$ cat src/rtl/code_fifo_reader_pkg.sv
// rtl/code_fifo_reader_pkg.sv - shared types and width defaults for the code-side FIFO reader
package code_fifo_reader_pkg;

    // Reader state: delivering words, or discarding them after a redirect
    typedef enum logic {
        RUN        = 1'b0,
        FLUSH_WAIT = 1'b1
    } state_e;

    // Widths shared with the fetch/decrypt FSM
    localparam int CODE_DATA_W = 64;
    localparam int CODE_ADDR_W = 13;

endpackage

$ cat src/rtl/code_fifo_reader_skid_buf.sv
// rtl/code_fifo_reader_skid_buf.sv - two-entry {data, pc} output buffer with push/pop/clear
module instr_skid_buf
    import code_fifo_reader_pkg::*;
#(
    parameter int                DATA_W   = CODE_DATA_W,
    parameter int                ADDR_W   = CODE_ADDR_W,
    parameter logic [ADDR_W-1:0] RESET_PC = '0
) (
    input  logic              clk,
    input  logic              rst_n,
    input  logic              clear,
    input  logic              push,
    input  logic [DATA_W-1:0] push_data,
    input  logic [ADDR_W-1:0] push_pc,
    input  logic              pop,
    output logic [DATA_W-1:0] head_data,
    output logic [ADDR_W-1:0] head_pc,
    output logic              head_valid,
    output logic [1:0]        count
);

    logic [DATA_W-1:0] data0_q, data0_d, data1_q, data1_d;
    logic [ADDR_W-1:0] pc0_q, pc0_d, pc1_q, pc1_d;
    logic [1:0]        count_q, count_d;
    logic              do_pop;
    logic              do_push;

    // Entry 0 is always the head; a pop shifts entry 1 down, a push fills the first free slot
    always_comb begin
        data0_d = data0_q;
        data1_d = data1_q;
        pc0_d   = pc0_q;
        pc1_d   = pc1_q;
        count_d = count_q;
        do_pop  = pop && (count_q != 2'd0);
        do_push = push && (do_pop || (count_q != 2'd2));
        if (clear) begin
            count_d = 2'd0;
        end else if (do_pop && do_push) begin
            if (count_q == 2'd1) begin
                data0_d = push_data;
                pc0_d   = push_pc;
            end else begin
                data0_d = data1_q;
                pc0_d   = pc1_q;
                data1_d = push_data;
                pc1_d   = push_pc;
            end
        end else if (do_pop) begin
            data0_d = data1_q;
            pc0_d   = pc1_q;
            count_d = count_q - 2'd1;
        end else if (do_push) begin
            if (count_q == 2'd0) begin
                data0_d = push_data;
                pc0_d   = push_pc;
            end else begin
                data1_d = push_data;
                pc1_d   = push_pc;
            end
            count_d = count_q + 2'd1;
        end
    end

    // Buffer storage; the head PC resets to RESET_PC so instr_pc does too
    always_ff @(posedge clk or negedge rst_n) begin
        if (!rst_n) begin
            data0_q <= '0;
            data1_q <= '0;
            pc0_q   <= RESET_PC;
            pc1_q   <= '0;
            count_q <= 2'd0;
        end else begin
            data0_q <= data0_d;
            data1_q <= data1_d;
            pc0_q   <= pc0_d;
            pc1_q   <= pc1_d;
            count_q <= count_d;
        end
    end

    assign head_data  = data0_q;
    assign head_pc    = pc0_q;
    assign head_valid = (count_q != 2'd0);
    assign count      = count_q;

endmodule

$ cat src/rtl/code_fifo_reader.sv
// rtl/code_fifo_reader.sv - drains decrypted code words from the FIFO into decode, PC-tagged, with branch flush
module code_fifo_reader
    import code_fifo_reader_pkg::*;
#(
    parameter int                DATA_W    = CODE_DATA_W,
    parameter int                ADDR_W    = CODE_ADDR_W,
    parameter logic [ADDR_W-1:0] RESET_PC  = '0,
    parameter int                FLUSH_MIN = 3
) (
    input  logic              clk,
    input  logic              reset_n,
    input  logic [DATA_W-1:0] fifo_dout,
    input  logic              fifo_empty,
    input  logic              fifo_rd_rst_busy,
    output logic              fifo_rd_en,
    output logic [DATA_W-1:0] instr_data,
    output logic [ADDR_W-1:0] instr_pc,
    output logic              instr_valid,
    input  logic              instr_ready,
    input  logic              branch_taken,
    input  logic [ADDR_W-1:0] branch_target,
    output logic              pc_inp_sel_en,
    output logic [ADDR_W-1:0] pc_target
);

    localparam int CNT_W = (FLUSH_MIN < 1) ? 1 : $clog2(FLUSH_MIN + 1);

    state_e            state_q, state_d;
    logic [ADDR_W-1:0] fetch_pc_q, fetch_pc_d;
    logic [ADDR_W-1:0] pc_target_q, pc_target_d;
    logic              inflight_q, inflight_d;
    logic              pc_sel_q, pc_sel_d;
    logic [CNT_W-1:0]  flush_cnt_q, flush_cnt_d;
    logic [1:0]        buf_count;
    logic              buf_valid;
    logic              pop;
    logic              push;
    logic              rd_en;

    // Read issue: a word leaving this cycle frees its slot, which keeps one word per cycle flowing
    always_comb begin
        pop   = buf_valid && instr_ready;
        rd_en = 1'b0;
        if ((state_q == RUN) && !fifo_empty && !branch_taken) begin
            rd_en = (({1'b0, buf_count} + {2'b00, inflight_q}) - {2'b00, pop}) < 3'd2;
        end
    end

    assign push       = inflight_q && !branch_taken;
    assign fifo_rd_en = rd_en;

    // Next state: a branch overrides everything and restarts the flush; otherwise count down the flush
    always_comb begin
        state_d     = state_q;
        fetch_pc_d  = fetch_pc_q;
        pc_target_d = pc_target_q;
        inflight_d  = rd_en;
        pc_sel_d    = 1'b0;
        flush_cnt_d = flush_cnt_q;
        if (branch_taken) begin
            state_d     = FLUSH_WAIT;
            fetch_pc_d  = branch_target;
            pc_target_d = branch_target;
            pc_sel_d    = 1'b1;
            flush_cnt_d = CNT_W'(FLUSH_MIN);
            inflight_d  = 1'b0;
        end else begin
            if (push) begin
                fetch_pc_d = fetch_pc_q + 1'b1;
            end
            if (state_q == FLUSH_WAIT) begin
                if (flush_cnt_q != '0) begin
                    flush_cnt_d = flush_cnt_q - 1'b1;
                end
                if ((flush_cnt_d == '0) && !fifo_rd_rst_busy) begin
                    state_d = RUN;
                end
            end
        end
    end

    // State registers
    always_ff @(posedge clk or negedge reset_n) begin
        if (!reset_n) begin
            state_q     <= RUN;
            fetch_pc_q  <= RESET_PC;
            pc_target_q <= '0;
            inflight_q  <= 1'b0;
            pc_sel_q    <= 1'b0;
            flush_cnt_q <= '0;
        end else begin
            state_q     <= state_d;
            fetch_pc_q  <= fetch_pc_d;
            pc_target_q <= pc_target_d;
            inflight_q  <= inflight_d;
            pc_sel_q    <= pc_sel_d;
            flush_cnt_q <= flush_cnt_d;
        end
    end

    instr_skid_buf #(
        .DATA_W   (DATA_W),
        .ADDR_W   (ADDR_W),
        .RESET_PC (RESET_PC)
    ) u_skid_buf (
        .clk        (clk),
        .rst_n      (reset_n),
        .clear      (branch_taken),
        .push       (push),
        .push_data  (fifo_dout),
        .push_pc    (fetch_pc_q),
        .pop        (pop),
        .head_data  (instr_data),
        .head_pc    (instr_pc),
        .head_valid (buf_valid),
        .count      (buf_count)
    );

    assign instr_valid   = buf_valid;
    assign pc_inp_sel_en = pc_sel_q;
    assign pc_target     = pc_target_q;

endmodule

$ cat config.mk
export PLATFORM = sky130hd
export DESIGN_NAME = code_fifo_reader
export DESIGN_NICKNAME = d
export VERILOG_FILES = /design/src/rtl/code_fifo_reader_pkg.sv /design/src/rtl/code_fifo_reader_skid_buf.sv /design/src/rtl/code_fifo_reader.sv
export SDC_FILE = /design/constraint.sdc
export NUM_CORES = 1
export LEC_CHECK = 0
export ABC_AREA = 1
export BUFFER_PORTS_ARGS = -buffer_cell sky130_fd_sc_hd__buf_4
export CAP_MARGIN = 30
export CORE_MARGIN = 2
export CORE_UTILIZATION = 50
export CTS_CLUSTER_DIAMETER = 30
export CTS_CLUSTER_SIZE = 8
export DETAILED_ROUTE_END_ITERATION = 16
export HOLD_SLACK_MARGIN = 0.15
export PLACE_DENSITY = 0.76
export SLEW_MARGIN = 5
export SYNTH_ARGS = -nofsm -noshare
export SYNTH_HDL_FRONTEND = slang
export SYNTH_SLANG_ARGS = --single-unit
$ cat constraint.sdc
create_clock -name clk -period 2.44 [get_ports clk]
set_input_delay 0.244 -clock clk [delete_from_list [all_inputs] [get_ports clk]]
set_output_delay 0.244 -clock clk [all_outputs]
set_load 0.05 [all_outputs]
---- After elaboration in Yosys (flattened, before gate mapping) ----
Cells that the tools add are included.
word-level totals
  bits in registers ....................... 187
  latch bits .............................. 0
  memory bits (writable) .................. 0
  ROM bits ................................ 0
  output and inout bits ................... 93
  word-level logic and storage cells ...... 88
  memories ................................ 0
cells by class
  add/subtract/negate cells ............... 6
  $mul .................................... 0
  div/mod/pow operators ................... 0
  magnitude comparators ................... 1
  equality and inequality tests ........... 6
  shift operators ......................... 0
  mux-type cells .......................... 37
  bitwise operators ....................... 2
  reduce and logical (&&, ||, !) cells .... 25
operator list
  kind                                                         number
  two-way mux 64 bit                                           10
  two-way mux 13 bit                                           12
  two-way mux 2 bit                                            9
  adder 13 x 1 -> 13 bit (second input constant)               1
  nonzero test 2 bit                                           5
  nonzero test 3 bit                                           3
  logical AND 1 bit                                            8
  != test 2 bit (second input constant)                        4
  two-way mux 1 bit                                            6
  AND reduction 5 bit                                          1
  logical NOT 2 bit                                            2
  subtractor 2 x 1 -> 2 bit (second input constant)            2
  adder 2 x 1 -> 3 bit                                         1
  logical NOT 1 bit                                            3
  less-than comparator 3 x 2 -> 1 bit (second input constant)  1
  AND reduction 3 bit                                          1
  subtractor 3 x 1 -> 3 bit                                    1
  adder 2 x 1 -> 2 bit (second input constant)                 1
  == test 2 x 1 -> 1 bit (second input constant)               1
  != test 2 x 1 -> 1 bit (second input constant)               1
  NOT 1 bit                                                    2
  AND reduction 2 bit                                          1
  logical OR 1 bit                                             1

---- Longest topological paths before layout ----
Gate-level depths: netlist of the first run.
  word-level depth ........................ 9
  gate-level depth with buffers ........... 12

---- By module ----
A second synthesis of the first run with hierarchy kept.
second synthesis, totals
  cell total of the unflattened synthesis .. 1474
  area total of the unflattened synthesis .. 10192.3 sq um
by module, submodules not included
  module            times used  cells each  area each (sq um)  sequential area each (sq um)
  instr_skid_buf    1           1287        8645.8             3903.7
  code_fifo_reader  1           187         1546.5             775.7

---- Least setup slack after synthesis of the first run ----
No wires, ideal clock.
  path type ............................... register to output
  start point ............................. reg u_skid_buf.count_q[1] (netlist: u_skid_buf.count[1])
  end point ............................... out fifo_rd_en
  data arrival time ....................... 2.913 ns
  setup slack ............................. -0.717 ns
  cell stages (with the launch flop) ...... 12
  path buffers ............................ 1
  cells stage by stage .................... dfrtp_1 inv_1 ha_1 inv_2 nand2_2 buf_2 inv_1 ha_1 or2_2 fa_1 xnor2_1 and3_1
between the ends
  longest elaborated chain between the ends .. 5
RTL lines
  element                              RTL line                         RTL
  start: declaration                   code_fifo_reader_skid_buf.sv:24  logic [1:0] count_q, count_d;
  start signal: assignment             code_fifo_reader_skid_buf.sv:78  count_q <= count_d;
  nonzero test 2 bit                   code_fifo_reader_skid_buf.sv:84  assign head_valid = (count_q != 2'd0);
  net instr_valid                      code_fifo_reader.sv:18           output logic instr_valid,
  logical AND 1 bit                    code_fifo_reader.sv:42           pop = buf_valid && instr_ready;
  subtractor 3 x 1 -> 3 bit            code_fifo_reader.sv:45           rd_en = (({1'b0, buf_count} + {2'b00, inflight_q}) - {2'b00, pop}) < 3'd2;
  less-than comparator 3 x 2 -> 1 bit  code_fifo_reader.sv:45
  two-way mux 1 bit                    code_fifo_reader.sv:44           if ((state_q == RUN) && !fifo_empty && !branch_taken) begin
  end: declaration                     code_fifo_reader.sv:15           output logic fifo_rd_en,
The timed path passes the listed nets, and every way through them passes these cells.

---- Final worst setup path of the first run ----
  start point ............................. reg u_skid_buf.count_q[1] (netlist: u_skid_buf.count[1])
  end point ............................... out fifo_rd_en
between the ends
  longest elaborated chain between the ends .. 5
RTL lines
  element                                                                       RTL line
  parallel branches: the longest is 2 deep, another holds adder 2 x 1 -> 3 bit  --
  subtractor 3 x 1 -> 3 bit *                                                   code_fifo_reader.sv:45
  less-than comparator 3 x 2 -> 1 bit *                                         code_fifo_reader.sv:45
  two-way mux 1 bit *                                                           code_fifo_reader.sv:44
Mark *: on every way between the ends.

==> results of run 1 <==
==> per-stage QoR <==
step                      hold slack, ns  TNS, ns  instance area [um^2]
after floorplan                  -0.0516  -0.0808                 10100
after global placement             0.284        0                 11700
after detailed placement           0.294        0                 11700
after CTS                          0.287   -0.314                 13100
after global routing               0.292   -0.562                 13100
final                              0.298   -0.297                 13100
==> worst max-delay path by stage <==
stage	from	end	slack [ns]	cells after the start
after floorplan	u_skid_buf.count[1]$_DFFE_PN0P_	fifo_rd_en	-0.08	11
after global placement	u_skid_buf.count[1]$_DFFE_PN0P_	fifo_rd_en	0.07	11
after detailed placement	u_skid_buf.count[1]$_DFFE_PN0P_	fifo_rd_en	0.03	11
after CTS	u_skid_buf.count[1]$_DFFE_PN0P_	fifo_rd_en	-0.31	10
after global routing	u_skid_buf.count[1]$_DFFE_PN0P_	fifo_rd_en	-0.38	11
final	u_skid_buf.count[1]$_DFFE_PN0P_	fifo_rd_en	-0.30	10
==> sequential cells by signal (all words and copies together), names as in the netlist <==
name and flops:
pc_target 13, u_skid_buf.count 2, state_q 1, flush_cnt_q 2, inflight_q 1, u_skid_buf.data1_q 64, u_skid_buf.pc1_q 13, u_skid_buf.head_pc 13
fetch_pc_q 13, u_skid_buf.head_data 64, pc_inp_sel_en 1
==> power breakdown <==
part / internal (uW) / switching, uW
clock: 1500 / 1220
sequential: 3610 / 345
combinational: 1090 / 2390
==> cell usage after synthesis <==
master,n
fa_1,1
clkbuf_1,47
buf_1,5
o211ai_1,2
nand4_1,5
nand2_1,776
nor3_1,1
or2_2,2
nand3_1,170
and3_1,2
ha_1,5
nor2_1,13
nand2_2,4
o21a_1,4
inv_2,5
buf_2,24
nor2_2,1
buf_4,12
nand3b_1,1
o21ai_0,82
o221ai_1,1
o21ai_2,1
a21boi_0,3
a21oi_1,2
nor2_4,1
a21oi_4,1
buf_6,4
xor2_1,2
dfrtp_1,187
inv_1,92
xnor2_1,3
==> timing repair <==
action                                  CTS  global route
hold buffers                             81             0
pin swaps                                 3             0
buffers inserted                          2             0
gates cloned                              0             0
hold endpoints to repair                188             0
endpoints found under the setup margin    1            14
gates resized for setup                   3             1
==> critical path: stages (launching register included) <==
cell     delay, ns
dfrtp_2       0.41
inv_2         0.07
ha_4          0.16
inv_8         0.04
nand2_8       0.06
inv_4         0.04
ha_4          0.20
or2_4         0.23
fa_2          0.54
and3_4        0.18
buf_8         0.14
==> cells by family (layout without fill, tap and decap cells) <==
group | Yosys count | after routing | synth area share [%]
compound gates | 96 | 96 | 5.18
flops | 187 | 187 | 46.5
fa+ha+maj | 6 | 6 | 0.820
xor+xnor | 5 | 5 | 0.435
simple gates | 976 | 976 | 39.0
buf+inv | 189 | 416 | 8.09
==> final cells by class <==
| type | instances | area share, % |
|---|---|---|
| Tap cell | 265 | 2.53 |
| Clock inverter | 12 | 0.849 |
| Clock buffer | 20 | 3.56 |
| Inverter | 97 | 2.85 |
| Timing Repair Buffer | 287 | 19.1 |
| Multi-Input combinational cell | 1083 | 35.5 |
| Sequential cell | 187 | 35.7 |
==> metal layers <==
layer  vias up  share of wire, %  global-route usage [%]
met5         -                 0                       0
met4         0               1.9                    8.04
met3        40               5.0                    3.35
met2       294                49                    44.8
met1      4656                44                    34.3
li1       4957                 -                       -
==> results.json, run 1 <==
{
  "netlist_instances": 1459,
  "power_density_nw_per_um2": 773,
  "cts_buffers": 17,
  "io_pins": 176,
  "clkTransAtPathRegs_ns": 0.07,
  "routed_wl_um": 27300,
  "avgViaCountPerCell": 5.10,
  "report.final.setup_viol": 1,
  "grt_start_max_net_pins": 78,
  "cts_max_level": 4,
  "maxSlewViolCount": 0,
  "grt-ovfl-total": 0,
  "post-route-util_pct": 67.0,
  "dp_hpwl_um": 16600,
  "grt_pass1_vias": 9397,
  "timing.rr.end": "u_skid_buf.data1_q[20]$_DFFE_PN0P_",
  "clk_latency_ns": 0.43,
  "endpoint_kind": "primary output",
  "drv_cap": 0,
  "cts_root_buf": "clkbuf_16",
  "firstDrtPassIters": 5,
  "die_y_um": 146,
  "diodes": 0,
  "rrSetupSlack_ns": 0.12,
  "p_leak_uw": 0.00675,
  "place_inst": 1836,
  "syn_area_per_cell_um2": 6.90,
  "num_vias": 9947,
  "drive_above_1_share_pct": 15.7,
  "skew_ns": 0.0123,
  "synth-warning-count": 0,
  "synth-seq-cells": 187,
  "violations": "setup timing",
  "min_delay_path_depth": 6,
  "grt_usage_pct": 26.0,
  "die_x_um": 146,
  "syn_nets": 1548,
  "peakVddDrop_mv": 0.587,
  "r2r_cells": 12,
  "fillerInstances": 1640,
  "holdPathEnd": "u_skid_buf.head_data[62]$_DFFE_PN0P_",
  "hold_viol_final": 0,
  "power_uw": 10100,
  "ys_top_cells_by_area": "dfrtp_1 (46%), nand2_1 (29%), nand3_1 (8.5%)",
  "cts_tree": "yes",
  "fin_crit_sh_pct": 112,
  "clockBufferDepth": 2,
  "antenna_left": 0,
  "yosysSeqAreaShare_pct": 46.5,
  "critPathKind": "reg -> out",
  "synth.distinct_cells": 31,
  "netlist.area_leader.share_pct": 46.5,
  "seq_area_um2": 4680,
  "nets": 1762,
  "io_buffers": 175,
  "drt-wirelength-per-cell_um": 14.0,
  "crit_path_start_kind": "register",
  "finalWorstSetupSlack_ns": -0.297,
  "worstHoldStart": "instr_ready",
  "antenna_found_initial": 0,
  "core_area_um2": 19600,
  "rsz0062_at_grt": "yes",
  "cp.arrival_ns": 2.49,
  "die-area_um2": 21300,
  "gp_congestion": 0.865,
  "hold_path_class": "in -> reg",
  "worstPathMaxFanout": 3,
  "reg2reg_from": "u_skid_buf.count[1]$_DFFE_PN0P_",
  "period_minus_slack_ns": 2.74,
  "final_common_cell": "nand2_1",
  "relSlewSlack_pct": 60.8,
  "final_cells": 1951,
  "required_ns": 2.20,
  "worst_slew_pin_slew_ns": 0.588,
  "drcViolationCount": 0,
  "final_cell_mix": "nand2_1 (776), buf_4 (193), dfrtp_1 (186), nand3_1 (170), inv_1 (89)",
  "synthesis.area_um2": 10100,
  "rows": 51,
  "grt_pass1_wl_um": 45900,
  "clock-sinks": 187,
  "initial_utilization_pct": 51.4,
  "area_delta_synth_final_pct": 30.3,
  "pre_cts_ws_ns": 0.0259,
  "first_iter_violations": 666,
  "run_status": "finished with violations",
  "multi_input_area_um2": 4660,
  "fmax_mhz": 365,
  "synth_area_leader_cell": "dfrtp_1"
}
(Power assumes the default switching activity.)
==> inputs of run 2 (changes only) <==
- BUFFER_PORTS_ARGS: -buffer_cell sky130_fd_sc_hd__buf_4 -> unset
- CTS_CLUSTER_DIAMETER: 30 -> unset
- DONT_BUFFER_PORTS: unset -> 1
- PLACE_DENSITY: 0.76 -> 0.69
==> run 2 against run 1 <==
  * The run ends with hold timing, setup timing left
  * Clock power is essentially flat
  * Design area shrank 10%
  * Routed wire length shrank 1.8%
  * Global-route usage shrank 0.34 points
  * Critical path type unchanged
  * Highest routed layer unchanged
==> results.json, run 2 (synthesis results as in run 1) <==
{
  "run_status": "finished with violations",
  "violations": "hold timing, setup timing",
  "firstDrtPassIters": 5,
  "fmax_mhz": 371,
  "power_density_nw_per_um2": 787,
  "fin_crit_sh_pct": 110,
  "skew_ns": 0.0111,
  "drcViolationCount": 0,
  "clk_latency_ns": 0.43,
  "endpoint_kind": "primary output",
  "antenna_found_initial": 0,
  "gp_congestion": 0.824,
  "fin_hold_ws_ns": -0.490,
  "cp_common_cell": "ha_4",
  "clkTransAtPathRegs_ns": 0.07,
  "cts_root_buf": "clkbuf_16",
  "final_common_cell": "nand2_1",
  "first_iter_violations": 642,
  "dp_hpwl_um": 15700,
  "required_ns": 2.20,
  "cts_buffers": 17,
  "period_minus_slack_ns": 2.69,
  "die-area_um2": 21300,
  "clock-sinks": 187,
  "cts_max_level": 4,
  "avgViaCountPerCell": 5.14,
  "rsz0062_at_grt": "yes",
  "io_pins": 176,
  "cp_slowest_stage_delay_ns": 0.53,
  "core_area_um2": 19600,
  "die_y_um": 146,
  "cp_cell_sequence": "inv_2 > ha_4 > inv_8 > nand2_8 > inv_6 > ha_4 > or2_4 > fa_2 > and3_4",
  "worst_slew_pin_slew_ns": 0.800,
  "grt_usage_pct": 25.6,
  "grt_start_max_net_pins": 188,
  "diodes": 0,
  "die_x_um": 146,
  "nets": 1585,
  "drt-wirelength-per-cell_um": 15.1,
  "area_delta_synth_final_pct": 16.7,
  "routed_wl_um": 26800,
  "post_dp_cell_area_um2": 10300,
  "report.final.setup_viol": 2,
  "relSlewSlack_pct": 46.7,
  "rows": 51,
  "cts_tree": "yes",
  "cp.arrival_ns": 2.45,
  "critPathKind": "reg -> out",
  "design_area_um2": 11700,
  "fillerInstances": 1765,
  "drive_above_1_share_pct": 5.70,
  "antenna_left": 0,
  "peakVddDrop_mv": 0.471,
  "clockBufferDepth": 2,
  "grt_pass1_vias": 8800,
  "holdBufCountCts": 81,
  "tns_ns": -0.274,
  "crit_slowest_cell": "fa_2",
  "drv_cap": 0,
  "grt_pass1_wl_um": 45000,
  "cp_top_family": "adder cells",
  "crit_path_start_kind": "register",
  "final_cell_mix": "nand2_1 (776), dfrtp_1 (186), nand3_1 (170), inv_1 (89), o21ai_0 (82)",
  "worst-path-stages": 9,
  "p_leak_uw": 0.00586,
  "post-route-util_pct": 60.0,
  "cp.buffers_inverters": 3,
  "hold_viol_final": 187,
  "finalWorstSetupSlack_ns": -0.253,
  "initial_utilization_pct": 51.4,
  "hold_path_class": "in -> async",
  "grt-ovfl-total": 0,
  "maxSlewViolCount": 0,
  "num_vias": 9120,
  "io_buffers": 0,
  "r2r_cells": 12,
  "worstPathMaxFanout": 3
}
[run 2: cell types whose count changed in the layout (fill, tap and decap cells not counted), sizes merged]
cell	previous run	this run
buf	205	29
dlygate4sd3	81	80
clkinv	8	3
dlymetal6s4s	0	1
clkinvlp	0	4
clkbuf	21	20
[run 2: cell type report]
type	count	area, um^2	share of cell area (%)
Sequential cell	187	4680	39.8
Multi-Input combinational cell	1083	4660	39.7
Timing Repair Buffer	110	1120	9.52
Clock buffer	20	467	3.97
Inverter	97	377	3.21
Tap cell	265	332	2.82
Clock inverter	11	111	0.948
[run 2: worst paths after layout]
check                                                   startpoint                                   end  slack [ns]
worst max-delay path               u_skid_buf.count[1]$_DFFE_PN0P_                            fifo_rd_en       -0.25
worst min-delay path                                       reset_n  u_skid_buf.head_data[49]$_DFFE_PN0P_       -0.49
worst max register to register     u_skid_buf.count[1]$_DFFE_PN0P_      u_skid_buf.pc1_q[11]$_DFFE_PN0P_       -0.02
worst min register to register  u_skid_buf.data1_q[62]$_DFFE_PN0P_    u_skid_buf.data1_q[62]$_DFFE_PN0P_        0.47
max in group asynchronous                                  reset_n       u_skid_buf.count[1]$_DFFE_PN0P_        2.62
min in group clk                                     fifo_dout[51]  u_skid_buf.head_data[51]$_DFFE_PN0P_        0.16
[run 2: metrics by stage]
step                power (uW)  worst slack, ns  std cells
CTS                       9330           -0.270       1772
global placement          6420           0.0552       1658
global route              9660           -0.321       1773
detailed placement        6450          -0.0248       1658
finish                    9250           -0.253       1773
floorplan                 6190          -0.0808       1459
[run 2: timing repair]
item	4_1_cts	5_1_grt
hold endpoints to repair	348	187
resized for setup	1	2
setup buffers	2	1
setup endpoints to repair	30	78
pin swaps	4	0
[run 2: report_power, final]
group          internal (uW)  leakage (uW)  switching [uW]
clock network           1500      0.000273            1230
registers               3580       0.00248            2040
logic                    423       0.00311             481
[run 2: layer usage]
layer | up-vias | track usage (%) | share of wire [%] | routed length (um)
li1 | 4592 | - | - | -
met1 | 4236 | 34.2 | 45 | 12100
met2 | 259 | 42.7 | 47 | 12700
met3 | 33 | 5.30 | 5.8 | 1560
met4 | 0 | 6.91 | 1.6 | 423
met5 | - | 0 | 0 | 0
